--- config.mk ---
export PLATFORM = sky130hd
export DESIGN_NAME = hfosc_switch_ctrl
export DESIGN_NICKNAME = d
export VERILOG_FILES = /design/src/rtl/hfosc_switch_ctrl.sv
export SDC_FILE = /design/constraint.sdc
export NUM_CORES = 1
export LEC_CHECK = 0
export ABC_AREA = 1
export BUFFER_PORTS_ARGS = -buffer_cell sky130_fd_sc_hd__buf_2
export CAP_MARGIN = 15
export CORE_MARGIN = 2
export CORE_UTILIZATION = 52
export CTS_BUF_LIST = sky130_fd_sc_hd__clkbuf_8
export DETAILED_ROUTE_END_ITERATION = 7
export MAX_ROUTING_LAYER = met4
export PLACE_DENSITY_LB_ADDON = 0.2
export REMOVE_ABC_BUFFERS = 1
export SYNTH_ARGS = -nofsm -noshare
export SYNTH_HDL_FRONTEND = slang
export SYNTH_SLANG_ARGS = --single-unit
export TNS_END_PERCENT = 5
--- constraint.sdc ---
create_clock -name clk -period 1.6 [get_ports clk]
set_input_delay 0.08 -clock clk [delete_from_list [all_inputs] [get_ports clk]]
set_output_delay 0.08 -clock clk [all_outputs]
set_load 0.02 [all_outputs]
--- src/rtl/hfosc_switch_ctrl.sv ---
// hfosc_switch_ctrl
//   Power-mode sequencer for moving the system between the always-on LF
//   clock and the SB_HFOSC high-frequency oscillator. Runs on the LF clock.
//   Entry: enable oscillator -> wait start-up -> switch mux -> acknowledge.
//   Exit : drop mux -> wait switchover -> disable oscillator and acknowledge.
//
// Ports
//   clk          in   LF oscillator clock (sole clock)
//   reset_n      in   asynchronous active-low reset
//   req_hf       in   level request for HF operation (4-phase handshake)
//   ack_hf       out  HF selected and stable; held until back on LF
//   hf_en        out  SB_HFOSC CLKHFEN
//   mux_sel      out  glitch-free clock mux select (1 = HF)
//   busy         out  transition in progress (START, SW_HF, SW_LF)
//   state_o      out  LF=0 START=1 SW_HF=2 HF=3 SW_LF=4
//   hf_sessions  out  number of completed entries into HF, wraps at 256
module hfosc_switch_ctrl #(
  parameter int STARTUP_CYCLES = 4,
  parameter int SWITCH_CYCLES  = 2
) (
  input  logic       clk,
  input  logic       reset_n,
  input  logic       req_hf,
  output logic       ack_hf,
  output logic       hf_en,
  output logic       mux_sel,
  output logic       busy,
  output logic [2:0] state_o,
  output logic [7:0] hf_sessions
);

  localparam int MAX_CYC = (STARTUP_CYCLES > SWITCH_CYCLES) ? STARTUP_CYCLES : SWITCH_CYCLES;
  localparam int CNT_W   = $clog2(MAX_CYC + 1);

  typedef enum logic [2:0] {
    ST_LF    = 3'd0,
    ST_START = 3'd1,
    ST_SW_HF = 3'd2,
    ST_HF    = 3'd3,
    ST_SW_LF = 3'd4
  } state_e;

  state_e           state_q, state_d;
  logic [CNT_W-1:0] cnt_q, cnt_d;
  logic             ack_q, hf_en_q, mux_sel_q, busy_q;
  logic [7:0]       sess_q;

  // Next-state and timer. A timed state loads N-1 on entry and leaves on
  // the edge where the counter reads zero, so it lasts exactly N cycles.
  always_comb begin
    state_d = state_q;
    cnt_d   = cnt_q;
    case (state_q)
      ST_LF: begin
        if (req_hf) begin
          state_d = ST_START;
          cnt_d   = CNT_W'(STARTUP_CYCLES - 1);
        end
      end
      ST_START: begin
        // An abort during start-up wins over the timer expiring, so the mux
        // is never handed a clock whose request has already gone away.
        if (!req_hf) begin
          state_d = ST_LF;
          cnt_d   = '0;
        end else if (cnt_q == '0) begin
          state_d = ST_SW_HF;
          cnt_d   = CNT_W'(SWITCH_CYCLES - 1);
        end else begin
          cnt_d = cnt_q - 1'b1;
        end
      end
      ST_SW_HF: begin
        // Request is not sampled mid-switch; a drop is seen once in HF.
        if (cnt_q == '0) state_d = ST_HF;
        else             cnt_d   = cnt_q - 1'b1;
      end
      ST_HF: begin
        if (!req_hf) begin
          state_d = ST_SW_LF;
          cnt_d   = CNT_W'(SWITCH_CYCLES - 1);
        end
      end
      ST_SW_LF: begin
        // Oscillator stays enabled while the mux drains back to LF; a
        // re-raised request is only honoured after reaching LF.
        if (cnt_q == '0) state_d = ST_LF;
        else             cnt_d   = cnt_q - 1'b1;
      end
      default: begin
        state_d = ST_LF;
        cnt_d   = '0;
      end
    endcase
  end

  // Outputs are decoded from the next state and registered with it, so they
  // always match state_o and carry no combinational path from req_hf.
  always_ff @(posedge clk or negedge reset_n) begin
    if (!reset_n) begin
      state_q   <= ST_LF;
      cnt_q     <= '0;
      ack_q     <= 1'b0;
      hf_en_q   <= 1'b0;
      mux_sel_q <= 1'b0;
      busy_q    <= 1'b0;
      sess_q    <= 8'd0;
    end else begin
      state_q   <= state_d;
      cnt_q     <= cnt_d;
      hf_en_q   <= (state_d != ST_LF);
      mux_sel_q <= (state_d == ST_SW_HF) || (state_d == ST_HF);
      ack_q     <= (state_d == ST_HF) || (state_d == ST_SW_LF);
      busy_q    <= (state_d == ST_START) || (state_d == ST_SW_HF) || (state_d == ST_SW_LF);
      if ((state_q == ST_SW_HF) && (state_d == ST_HF)) begin
        sess_q <= sess_q + 8'd1;
      end
    end
  end

  assign ack_hf      = ack_q;
  assign hf_en       = hf_en_q;
  assign mux_sel     = mux_sel_q;
  assign busy        = busy_q;
  assign state_o     = state_q;
  assign hf_sessions = sess_q;

endmodule
After elaboration in Yosys (flattened, before gate mapping)
Index checks and enable logic that the tools add are counted.

$lt $le $gt $ge: 0. Div/mod/pow operators: 0. Reductions and logical operators: 10. Shift operators: 0. Equal/unequal tests: 11. Add/sub/neg operators: 2. Multiplexer cells: 13. Multiply operators: 0. Bitwise operators: 0.

Operators with widths (number): two-way mux 3 bit (11); case mux 3 bit (5 select lines) (1); equality test 3 x 2 -> 1 bit (second input constant) (4); case mux 3 bit (4 select lines) (1); adder 8 x 1 -> 8 bit (second input constant) (1); equality test 3 x 1 -> 1 bit (second input constant) (2); equality test 3 bit (second input constant) (2); zero test 3 bit (2); != test 2 bit (second input constant) (3); logical OR 1 bit (4); AND reduction 3 bit (1); nonzero test 3 bit (1); subtractor 3 x 1 -> 3 bit (second input constant) (1); OR reduction 2 bit (1); logical AND 1 bit (1).

RAM bits: 0. Memories kept: 0. Flip-flop bits (word level): 18. Latch bits: 0. Output and inout port bits: 15. Logic and storage cells: 43. Bits in read-only memories: 0. Input bits: 3.

Logic depth before layout (Yosys ltp)
Depth after elaboration: 7. Gate-level depth with buffers: 10. Gate-level depth less buffers: 10.

Least setup slack after synthesis
Ideal clock, no wire load.

Path kind: register to register. Start: reg cnt_q[0]. End: reg busy_q, in the netlist busy. Arrival: 1.238 ns. Setup slack: 0.231 ns. Required time: 1.469 ns. Library setup time: 0.131 ns. Path buffers: 0. Period minus slack after synthesis: 1.369 ns. Cell stages (with the launch flop): 10. Path through: dfrtp_1 inv_1 ha_1 inv_1 nor2_1 nand3_4 nand2_1 nor2_1 nand2_1 nand3_1.

Word-level cells in the longest chain between the ends: 7. Elaborated cells on any way between the ends: 11. Those cells by class: 3 x eq/ne; 5 x mux; 3 x reduce/logical.

Ends and longest elaborated chain: start: declaration (line 44) `logic [CNT_W-1:0] cnt_q, cnt_d;`; start signal: assignment (line 110) `cnt_q <= cnt_d;`; zero test 3 bit * (line 66, 75, 87); two-way mux 3 bit (line 66) `end else if (cnt_q == '0) begin`; two-way mux 3 bit (line 63) `if (!req_hf) begin`; case mux 3 bit (5 select lines) * (line 53) `case (state_q)`; equality test 3 x 1 -> 1 bit or equality test 3 x 2 -> 1 bit (tied branches) (line 114) `busy_q <= (state_d == ST_START) || (state_d == ST_SW_HF) || (state_d == ST_SW_LF);`; logical OR 1 bit (line 114); logical OR 1 bit * (line 114); end signal: assignment (line 114); end: declaration (line 45) `logic ack_q, hf_en_q, mux_sel_q, busy_q;`.

Mark *: on every way between the ends. The rest lies on a longest branch, timed or not. A chain may end at the register's enable or synchronous reset.

Worst setup path after layout
Start: reg cnt_q[0]. End: reg hf_en_q, in the netlist hf_en.

Word-level cells in the longest chain between the ends: 5. Elaborated cells on any way between the ends: 7. Those cells by class: 5 x mux; 2 x reduce/logical.

Ends and longest elaborated chain: zero test 3 bit * (line 66, 75, 87); two-way mux 3 bit (line 66); two-way mux 3 bit (line 63); case mux 3 bit (5 select lines) * (line 53); named net state_d[0] (line 43) `state_e state_q, state_d;`; nonzero test 3 bit * (line 111) `hf_en_q <= (state_d != ST_LF);`; end signal: assignment (line 111); end: declaration (line 45).

Mark *: on every way through the listed nets, which the timed path passes. The rest lies on a longest branch.

==> metrics.txt <==
# TYPE chip_impl_metric gauge
chip_impl_metric{name="slew_headroom",unit="%"} 73.5
chip_impl_info{name="critPathCaptureType",value="flip-flop"} 1
chip_impl_metric{name="clk_transition_reported_paths",unit="ps"} 70
chip_impl_metric{name="floorplan.initialDensity",unit="%"} 54.4
chip_impl_metric{name="vias_after_detailed_routing",unit=""} 966
chip_impl_metric{name="fp.dieH",unit="µm"} 49.1
chip_impl_metric{name="die-area",unit="µm²"} 2410
chip_impl_metric{name="route.antenna.remaining_nets",unit=""} 0
chip_impl_metric{name="netlist-cell-type-count",unit=""} 20
chip_impl_metric{name="layout_setup_ws",unit="ps"} 154
chip_impl_metric{name="maxCapViolCount",unit=""} 0
chip_impl_info{name="synth_top_flop_cell",value="sky130_fd_sc_hd__dfrtp_1"} 1
chip_impl_metric{name="critical_path_required",unit="ps"} 1740
chip_impl_metric{name="final.min_clock_period",unit="ps"} 1450
chip_impl_metric{name="chipWidth",unit="µm"} 49.1
chip_impl_metric{name="nets",unit=""} 177
chip_impl_metric{name="switching_share",unit="%"} 44.8
chip_impl_info{name="worstSetupStartpointType",value="flip-flop"} 1
chip_impl_metric{name="ff2ff_setup_slack",unit="ps"} 150
chip_impl_metric{name="netlist.area_leader.share",unit="%"} 42.6
chip_impl_info{name="synth.top_cells.by_count",value="57 x sky130_fd_sc_hd__nand2_1, 19 x sky130_fd_sc_hd__inv_1, 18 x sky130_fd_sc_hd__dfrtp_1"} 1
chip_impl_metric{name="routed_via_density",unit=""} 4.93
chip_impl_metric{name="grt_antenna_before_repair",unit=""} 0
chip_impl_metric{name="max_clock_freq",unit="MHz"} 692
chip_impl_metric{name="cts_post_setup_buffers_inserted",unit=""} 0
chip_impl_metric{name="drt-pass1-iter-count",unit=""} 4
chip_impl_metric{name="gpl.final_weighted_congestion",unit=""} 0.819
chip_impl_metric{name="grt_pass1_vias",unit=""} 891
chip_impl_metric{name="cts-root-to-sink-buffers",unit=""} 2
chip_impl_metric{name="remaining_drc_errors",unit=""} 0
chip_impl_metric{name="power.density",unit="nW/µm²"} 1520
chip_impl_metric{name="layout-drive-gt1-share",unit="%"} 18.9
chip_impl_metric{name="io_pins",unit=""} 18
chip_impl_info{name="cts_root_buffer",value="sky130_fd_sc_hd__clkbuf_8"} 1
chip_impl_metric{name="asyncSetResetFlopFracSynth",unit="%"} 100
chip_impl_metric{name="postSynthCellCount",unit=""} 149
chip_impl_info{name="reg2reg_from",value="cnt_q[0]$_DFFE_PN0P_"} 1
chip_impl_info{name="synth_top_cells_by_area",value="sky130_fd_sc_hd__dfrtp_1 43%, sky130_fd_sc_hd__nand2_1 20%, sky130_fd_sc_hd__inv_1 6.7%, sky130_fd_sc_hd__nand3_1 6.2%, sky130_fd_sc_hd__nor2_1 3.9%"} 1
chip_impl_metric{name="period_share",unit="%"} 90.4
chip_impl_metric{name="static-leakage-power",unit="nW"} 0.720
chip_impl_info{name="min_from",value="req_hf"} 1
chip_impl_metric{name="arrival_worst_endpoint",unit="ps"} 1580
chip_impl_metric{name="setup_viol_count_final",unit=""} 0
chip_impl_metric{name="critPathMaxFanout",unit=""} 5
chip_impl_metric{name="internal_power",unit="mW"} 1.03
chip_impl_metric{name="routed_wl",unit="µm"} 2100
chip_impl_metric{name="power_frac_clock",unit="%"} 16.3
chip_impl_metric{name="power.switching",unit="µW"} 836
chip_impl_metric{name="tightest_slew",unit="ps"} 397
chip_impl_metric{name="grt_pass1_wl",unit="µm"} 3660
chip_impl_info{name="outcome",value="completed"} 1
chip_impl_metric{name="aggregate_negative_setup_slack",unit="ps"} 0
chip_impl_metric{name="clock_skew",unit="ps"} 5.92
chip_impl_metric{name="area_growth_syn_to_layout",unit="%"} 16.1
chip_impl_info{name="worst_hold_path_type",value="in2reg"} 1
chip_impl_metric{name="grt.overflow.total",unit=""} 0
chip_impl_info{name="synth_top_cell_by_area",value="sky130_fd_sc_hd__dfrtp_1"} 1
chip_impl_metric{name="hold_viol",unit=""} 0
chip_impl_info{name="rsz_0062_raised_after_global_routing",value="no"} 1
chip_impl_metric{name="layoutNonFillerInstCount",unit=""} 196
chip_impl_metric{name="cts_made_buffers",unit=""} 3
chip_impl_metric{name="power.combinational.fraction",unit="%"} 47.2
chip_impl_metric{name="synth.avg_cell_area",unit="µm²"} 7.10
chip_impl_metric{name="clkLatencyLatePin",unit="ps"} 250
chip_impl_metric{name="place_worst_setup_slack",unit="ps"} 94.3
chip_impl_metric{name="grt_start_max_net_pins",unit=""} 19
chip_impl_metric{name="port-buffer-count",unit=""} 17
chip_impl_info{name="synth.most_common_cell",value="sky130_fd_sc_hd__nand2_1"} 1
chip_impl_metric{name="number_of_enable_flip_flop_cells_after_synthesis",unit=""} 0
chip_impl_metric{name="dp.cells",unit=""} 192
chip_impl_metric{name="core_area",unit="µm²"} 1940
chip_impl_metric{name="initialDrtViolationCount",unit=""} 18
chip_impl_metric{name="tritoncts_num_sinks",unit=""} 18
chip_impl_metric{name="antenna_cells_inserted",unit=""} 0
chip_impl_info{name="setup.worst_path.start",value="cnt_q[0]$_DFFE_PN0P_"} 1
chip_impl_metric{name="flip_flop_and_latch_count_after_synthesis",unit=""} 18
chip_impl_metric{name="htree_levels",unit=""} 1
chip_impl_info{name="tritoncts",value="yes"} 1
chip_impl_metric{name="global_route.usage.total",unit="%"} 20.1
chip_impl_metric{name="synth_sequential_area_ratio",unit="%"} 42.6
chip_impl_metric{name="place_hpwl",unit="µm"} 1590
chip_impl_metric{name="maxSlewViolCount",unit=""} 0
chip_impl_metric{name="netlist_area",unit="µm²"} 1060
chip_impl_info{name="critical_path_class",value="reg2reg"} 1
chip_impl_metric{name="ys.warnings.count",unit=""} 0
chip_impl_metric{name="wire_per_inst",unit="µm"} 10.7
chip_impl_metric{name="seqPwrFrac",unit="%"} 36.6
chip_impl_metric{name="core.rowCount",unit=""} 16
chip_impl_metric{name="power.ir.vdd_worst",unit="V"} 0.000955
chip_impl_metric{name="totalPowerFinal",unit="mW"} 1.87
## per-layer routing
metal | vias up | part of all wire [%] | GRT usage, %
li1 | 499 | - | -
met1 | 439 | 45 | 22.9
met2 | 24 | 50 | 34.0
met3 | 4 | 4.4 | 3.68
met4 | 0 | 1.2 | 9.52
met5 | - | 0 | -
## cells in the final DEF, fill, tap and decap left out
master,Yosys,layout
sky130_fd_sc_hd__nand2_1,57,56
sky130_fd_sc_hd__inv_1,19,19
sky130_fd_sc_hd__dfrtp_1,18,18
sky130_fd_sc_hd__buf_2,0,17
sky130_fd_sc_hd__nand3_1,13,13
sky130_fd_sc_hd__nor2_1,11,10
sky130_fd_sc_hd__o21ai_0,7,7
sky130_fd_sc_hd__inv_2,5,5
sky130_fd_sc_hd__nor2_2,2,3
sky130_fd_sc_hd__xor2_1,3,3
sky130_fd_sc_hd__ha_1,3,3
sky130_fd_sc_hd__clkbuf_8,0,3
sky130_fd_sc_hd__nand2_2,1,2
sky130_fd_sc_hd__nand4_1,2,2
sky130_fd_sc_hd__nand3_4,1,1
sky130_fd_sc_hd__o2111ai_1,1,1
sky130_fd_sc_hd__xnor2_1,1,1
sky130_fd_sc_hd__o21ai_2,1,1
sky130_fd_sc_hd__nor3_1,1,1
sky130_fd_sc_hd__nand3b_1,1,1
sky130_fd_sc_hd__a21oi_1,1,1
sky130_fd_sc_hd__dlygate4sd3_1,0,1
## critical path: stages, from the launching register on
cell and delay [ps]:
sky130_fd_sc_hd__dfrtp_1 380, sky130_fd_sc_hd__inv_1 100, sky130_fd_sc_hd__ha_1 200, sky130_fd_sc_hd__nand2_2 110, sky130_fd_sc_hd__nand3_1 140, sky130_fd_sc_hd__nand2_1 60
sky130_fd_sc_hd__nor2_1 150, sky130_fd_sc_hd__inv_2 60, sky130_fd_sc_hd__nor2_1 80, sky130_fd_sc_hd__nand2_1 50
## logic make-up (layout without fill, tap and decap cells)
family	count (synthesis)	after routing	share of synthesized area, %
AOI/OAI and AO/OA	10	10	5.44
xor gates and xnor gates	4	4	3.31
adders and majority gates	3	3	3.55
buffers and inverters	25	45	8.99
DFF	18	18	42.6
and+or+nand+nor	89	89	36.1
## worst paths after layout
kind                                         endpoint  depth (start not counted)
setup / recovery                      hf_en$_DFF_PN0_                          9
hold / removal                         busy$_DFF_PN0_                          3
setup reg to reg                      hf_en$_DFF_PN0_                          9
hold reg to reg                  cnt_q[1]$_DFFE_PN0P_                          2
max in group asynchronous  hf_sessions[2]$_DFFE_PN0P_                          2
min in group asynchronous              busy$_DFF_PN0_                          2
## area by class of cell
cell class                      count  area [µm²]
Inverter                           24        90.1
Clock buffer                        3        41.3
Multi-Input combinational cell    106         517
Fill cell                         188         714
Sequential cell                    18         450
Tap cell                           27        33.8
Timing Repair Buffer               18        95.1
## stage by stage
stage                     hold WS, ps  area, µm²  util [%]
after floorplan                  -216       1050         -
after global placement           30.8       1170      60.3
after detailed placement         35.1       1170      60.3
after CTS                         178       1220      63.0
after global routing              199       1230      63.2
final                             180       1230      63.2
## repair_timing
item                                    4_1_cts  5_1_grt
hold endpoints to repair                     18        0
hold buffers                                  1        0
endpoints found under the setup margin        0        7
resized for setup                             0        2
## state kept, by name (all words and copies together), names as in the netlist
signal,count
hf_en,1
ack_hf,1
mux_sel,1
busy,1
state_o,3
hf_sessions,8
cnt_q,3
## power by group through the flow
stage / clock [mW] / sequential, mW / combinational [mW]
after global placement: 0 / 0.681 / 0.847
after floorplan: 0 / 0.779 / 0.545
after global routing: 0.338 / 0.699 / 1.00
final: 0.304 / 0.683 / 0.881
after CTS: 0.313 / 0.683 / 0.873
after detailed placement: 0 / 0.689 / 0.862
Note: power is estimated with default switching activity, not from simulation.
